[config.mk]
export PLATFORM = sky130hd
export DESIGN_NAME = mem_access_ctrl
export DESIGN_NICKNAME = d
export VERILOG_FILES = /design/src/rtl/mem_access_ctrl.sv
export SDC_FILE = /design/constraint.sdc
export NUM_CORES = 1
export LEC_CHECK = 0
export BUFFER_PORTS_ARGS = -buffer_cell sky130_fd_sc_hd__buf_4
export CORE_ASPECT_RATIO = 1.1
export CORE_MARGIN = 2
export CORE_UTILIZATION = 45
export DETAILED_ROUTE_END_ITERATION = 16
export GPL_TIMING_DRIVEN = 0
export PLACE_DENSITY = 0.76
export SLEW_MARGIN = 30
export SYNTH_ARGS = -nofsm -noshare
export SYNTH_HDL_FRONTEND = slang
export SYNTH_SLANG_ARGS = --single-unit
[constraint.sdc]
create_clock -name clk -period 10.1 [get_ports clk]
set_input_delay 0 -clock clk [delete_from_list [all_inputs] [get_ports clk]]
set_output_delay 0 -clock clk [all_outputs]
set_load 0.02 [all_outputs]
[src/rtl/mem_access_ctrl.sv]
// mem_access_ctrl: single-outstanding load/store sequencer for a 32-bit word-addressed memory,
// with read-modify-write for sub-word stores. Define SIGN_EXT_EN to add req_signed (sub-word sign extension).

// One byte lane of the store merge: picks the store byte or keeps the byte read back from memory.
module mem_access_lane #(
   parameter int LANE = 0
) (
   input  logic [1:0]  size,
   input  logic [1:0]  addr_lo,
   input  logic [7:0]  rd_byte,
   input  logic [15:0] wdata,
   output logic [7:0]  merged
);
   localparam logic [1:0] LN = LANE[1:0];

   logic       sel;
   logic [7:0] wr_byte;

   always_comb begin
      sel     = 1'b0;
      wr_byte = wdata[7:0];
      case (size)
         2'd0: sel = (addr_lo == LN);
         2'd1: begin
            sel     = (addr_lo[1] == LN[1]);
            wr_byte = LN[0] ? wdata[15:8] : wdata[7:0];
         end
         default: sel = 1'b0;
      endcase
      merged = sel ? wr_byte : rd_byte;
   end
endmodule

module mem_access_ctrl #(
   parameter int ADDR_W  = 32,
   parameter int MEM_LAT = 1
) (
   input  logic              clk,
   input  logic              rst,
   input  logic              req_valid,
   output logic              req_ready,
   input  logic              req_write,
   input  logic [1:0]        req_size,
   input  logic [ADDR_W-1:0] req_addr,
   input  logic [31:0]       req_wdata,
`ifdef SIGN_EXT_EN
   input  logic              req_signed,
`endif
   output logic              resp_valid,
   output logic [31:0]       resp_rdata,
   output logic              resp_err,
   output logic              mem_en,
   output logic              mem_we,
   output logic [ADDR_W-3:0] mem_addr,
   output logic [31:0]       mem_wdata,
   input  logic [31:0]       mem_rdata
);
   localparam int NUM_LANES = 4;
   localparam int VEC_W     = 8;

   localparam logic [2:0] S_IDLE    = 3'd0;
   localparam logic [2:0] S_RD      = 3'd1;
   localparam logic [2:0] S_RD_WAIT = 3'd2;
   localparam logic [2:0] S_WR      = 3'd3;
   localparam logic [2:0] S_RESP    = 3'd4;

   typedef struct packed {
      logic        write;
      logic [1:0]  size;
      logic [1:0]  addr_lo;
      logic        sgn;
      logic [15:0] wdata;
   } req_t;

   logic [2:0] state;
   req_t       req_q;
   logic [3:0] cnt;
   logic       sgn_in;
   logic       req_err;

   logic [NUM_LANES-1:0][VEC_W-1:0] merged_word;
   logic [7:0]  sel_byte;
   logic [15:0] sel_half;
   logic [31:0] load_data;

`ifdef SIGN_EXT_EN
   assign sgn_in = req_signed;
`else
   assign sgn_in = 1'b0;
`endif

   assign req_err = (req_size == 2'd3) ||
                    (req_size == 2'd1 && req_addr[0]) ||
                    (req_size == 2'd2 && req_addr[1:0] != 2'b00);

   assign req_ready  = (state == S_IDLE);
   assign resp_valid = (state == S_RESP);
   assign mem_en     = (state == S_RD) || (state == S_WR);
   assign mem_we     = (state == S_WR);

   // Merge runs on the live read data; only captured in the last RD_WAIT cycle.
   for (genvar g = 0; g < NUM_LANES; g++) begin : g_lane
      mem_access_lane #(.LANE(g)) u_lane (
         .size    (req_q.size),
         .addr_lo (req_q.addr_lo),
         .rd_byte (mem_rdata[VEC_W*g +: VEC_W]),
         .wdata   (req_q.wdata),
         .merged  (merged_word[g])
      );
   end

   always_comb begin
      sel_byte  = mem_rdata[{req_q.addr_lo, 3'b000} +: 8];
      sel_half  = mem_rdata[{req_q.addr_lo[1], 4'b0000} +: 16];
      load_data = mem_rdata;
      case (req_q.size)
         2'd0:    load_data = {{24{req_q.sgn & sel_byte[7]}}, sel_byte};
         2'd1:    load_data = {{16{req_q.sgn & sel_half[15]}}, sel_half};
         default: load_data = mem_rdata;
      endcase
   end

   always_ff @(posedge clk or posedge rst) begin
      if (rst) begin
         state      <= S_IDLE;
         req_q      <= '0;
         cnt        <= '0;
         mem_addr   <= '0;
         mem_wdata  <= '0;
         resp_rdata <= '0;
         resp_err   <= 1'b0;
      end else begin
         case (state)
            S_IDLE: if (req_valid) begin
               req_q.write   <= req_write;
               req_q.size    <= req_size;
               req_q.addr_lo <= req_addr[1:0];
               req_q.sgn     <= sgn_in;
               req_q.wdata   <= req_wdata[15:0];
               mem_addr      <= req_addr[ADDR_W-1:2];
               if (req_err) begin
                  resp_err   <= 1'b1;
                  resp_rdata <= '0;
                  state      <= S_RESP;
               end else if (req_write && req_size == 2'd2) begin
                  mem_wdata <= req_wdata;
                  state     <= S_WR;
               end else begin
                  state <= S_RD;
               end
            end
            S_RD: begin
               cnt   <= 4'(MEM_LAT);
               state <= S_RD_WAIT;
            end
            S_RD_WAIT: begin
               cnt <= cnt - 4'd1;
               if (cnt == 4'd1) begin
                  if (req_q.write) begin
                     mem_wdata <= merged_word;
                     state     <= S_WR;
                  end else begin
                     resp_rdata <= load_data;
                     resp_err   <= 1'b0;
                     state      <= S_RESP;
                  end
               end
            end
            S_WR: begin
               resp_rdata <= '0;
               resp_err   <= 1'b0;
               state      <= S_RESP;
            end
            S_RESP:  state <= S_IDLE;
            default: state <= S_IDLE;
         endcase
      end
   end
endmodule

==> flow_summary.json <==
{
  "outcome": "complete, no violations",
  "initial_core_util_pct": 46.16,
  "grtUsageTotal_pct": 30.67,
  "port_buffers": 200,
  "path_buf_inv": 2,
  "antenna_left": 0,
  "hold_depth": 4,
  "clock_latency_ps": 420,
  "antenna_found_initial": 0,
  "total_power_uw": 3021,
  "final_hold_viol_count": 0,
  "clockRootBuffer": "clkbuf_16",
  "finalNetCount": 970,
  "path_cells": "inv_1 > ha_1 > nor4b_1 > o21ai_0 > a21boi_4 > buf_6 > a22o_1",
  "wl_met2_mm": 12.00,
  "grt_pass1_wl_mm": 35.69,
  "syn_avg_cell_area_um2": 11.54,
  "vias_per_cell": 5.811,
  "cp.depth": 7,
  "p_leak_uw": 0.004365,
  "seq_area_frac_synth_pct": 48.14,
  "tightestPinTransition_ps": 557.7,
  "grt_max_degree": 72,
  "grt-ovfl-total": 0,
  "fin_crit_sh_pct": 21.42,
  "drv_cap": 0,
  "cts.reportedPaths.clkPinSlew_ps": 60,
  "first_pass_iters": 5,
  "max_freq_mhz": 462.3,
  "postRouteWirelength_mm": 22.96,
  "htree_levels": 4,
  "start_kind": "flop",
  "worstPathRequired_ps": 10410,
  "vdd_drop_max_v": 0.0002160,
  "wl_per_cell_um": 21.52,
  "vias": 6200,
  "synth-seq-cells": 123,
  "p_per_area_mw_per_mm2": 311.3,
  "fin_skew_ps": 10.69,
  "post-dp-hpwl_mm": 15.69,
  "drv_slew": 0,
  "cp_slowest_cell": "nor4b_1",
  "drt-initial-drc-count": 674,
  "drc": 0,
  "max_stage_delay_ps": 460,
  "critPathKind": "reg2reg",
  "die_x_um": 117.7,
  "synthArstFlopShare_pct": 100.0,
  "hp-class": "in2reg",
  "synthCells": 554,
  "core_area_mm2": 0.01385,
  "cp_top_family": "compound AO/OA/AOI/OAI gates",
  "die_area_mm2": 0.01518,
  "ios": 201,
  "tns_ps": 0,
  "dpl_cell_area_mm2": 0.008165,
  "ys_warn_count": 0,
  "cts_sinks": 123,
  "min_period_ps": 2163,
  "area_growth_pct": 51.80,
  "die_h_um": 129.0,
  "final_area_mm2": 0.009706,
  "end_kind": "flop",
  "syn_area_mm2": 0.006394,
  "slew_headroom_pct": 61.86,
  "top_layer_used": "met4",
  "filler_cell_count": 978,
  "drt-met1-wl_mm": 8.646,
  "finalWeightedCongestion": 0.9154,
  "cts_inserted_buffers": 17,
  "rows": 45,
  "fin_cells": 1067,
  "multi_input_area_mm2": 0.002972,
  "drive_above_1_share_pct": 38.45,
  "report.final.setup_viol": 0,
  "postCtsSetupRepairBufs": 0,
  "placed_cells": 943,
  "regArea_mm2": 0.003078,
  "r2r_cells": 7,
  "rsz0062_at_grt": "false",
  "diodes": 0,
  "clockBufferDepth": 2,
  "wl_met3_mm": 1.498,
  "ys.flop_type": "dfrtp_1",
  "grt_pass1_vias": 6468,
  "critPathArrivalTime_ps": 2470,
  "synth-edff-count": 0,
  "crit_path_max_fanout": 10,
  "synth_cell_type_count": 57,
  "cts_tree": "done",
  "syn_nets": 658
}
## final timing paths
check                               from        endpoint  slack [ps]
hold reg to reg             mem_addr[18]    mem_addr[18]         500
setup / recovery                  cnt[1]  resp_rdata[31]        7940
min in group asynchronous            rst    mem_addr[15]         140
max in group asynchronous            rst   mem_wdata[26]        9280
hold / removal             req_wdata[19]   mem_wdata[19]          50
setup reg to reg                  cnt[1]  resp_rdata[31]        7940
## cell usage in the layout, fill, tap and decap left out, types with 4 or more instances in the layout
cell           Yosys  layout
a2111oi_0         12      12
a211oi_1          17      17
a21oi_1           31      31
a22o_1            24      24
a22oi_1           10      10
a31oi_1           16      16
a32o_1             8       8
and3b_1            7       7
buf_2             17      17
buf_4             10     210
buf_6              8       8
clkbuf_1          15      16
clkbuf_16          0      17
clkinv_4           0       4
dfrtp_1          123     123
dlygate4sd3_1      0      92
inv_1              8       7
mux2_1            29      29
mux2_2            52      52
mux2i_1            8       8
nand2_1           19      19
nand2b_1           4       4
nand3_1           17      17
nor2_1            19      19
o21ai_0           23      23
o2bb2ai_1         16      16
o31ai_1           16      16
## registers in the layout (all words and copies together), names as in the netlist
| name | count |
|---|---|
| mem_wdata | 32 |
| resp_rdata | 32 |
| mem_addr | 30 |
| req_q | 21 |
| cnt | 4 |
| state | 3 |
| resp_err | 1 |
## power by group
group / leakage (µW) / internal [µW] / switching (µW)
clock: 0.000297 / 403 / 231
sequential: 0.00152 / 708 / 165
combinational: 0.00255 / 667 / 847
## tightest hold or removal path, stage by stage
cell and delay [ps]:
buf_4 80, nor2_1 30, a31oi_1 170, mux2_1 150
## kinds of logic after synthesis
logic type      after synthesis  synth area share [%]
mux                          89                 15.52
fa+ha+maj                     2                0.3913
buf+inv                      60                 5.381
compound gates              187                 22.11
simple gates                 93                 8.454
flops                       123                 48.14
## timing repair
action	CTS	global route
resized for setup	0	0
endpoints found under the setup margin	0	0
hold endpoints to repair	196	1
hold buffers	91	1
## cell usage after synthesis, types with 16 or more instances
cell | count | area [µm²]
a211oi_1 | 17 | 127.6
a21oi_1 | 31 | 155.2
a22o_1 | 24 | 210.2
a31oi_1 | 16 | 100.1
buf_2 | 17 | 85.08
dfrtp_1 | 123 | 3078
mux2_1 | 29 | 326.6
mux2_2 | 52 | 585.6
nand2_1 | 19 | 71.32
nand3_1 | 17 | 85.08
nor2_1 | 19 | 71.32
o21ai_0 | 23 | 115.1
o2bb2ai_1 | 16 | 140.1
o31ai_1 | 16 | 120.1
## routing by layer
| metal | global-route usage, % | vias up |
|---|---|---|
| met5 | 0 | - |
| met3 | 5.634 | 64 |
| li1 | - | 2744 |
| met1 | 35.68 | 3030 |
| met4 | 12.69 | 0 |
| met2 | 56.16 | 362 |
## area by class of cell
class,count,area share (%)
timing repair buffer,293,25.24
clock inverter,12,1.676
tap,188,2.424
sequential,123,31.71
clock buffer,20,4.705
inverter,9,0.4254
multi-input combinational,371,30.62
buffer,51,3.197
## through the flow
stage	hold slack (ps)	utilization, %	worst slack [ps]
6_report	51.11	70.07	7937
5_1_grt	52.53	70.07	7849
4_1_cts	3.721	70.00	8017
3_5_place_dp	32.94	58.95	8041
3_3_place_gp	216.4	58.70	5565
2_1_floorplan	116.8	-	6829
(Power assumes the default switching activity.)
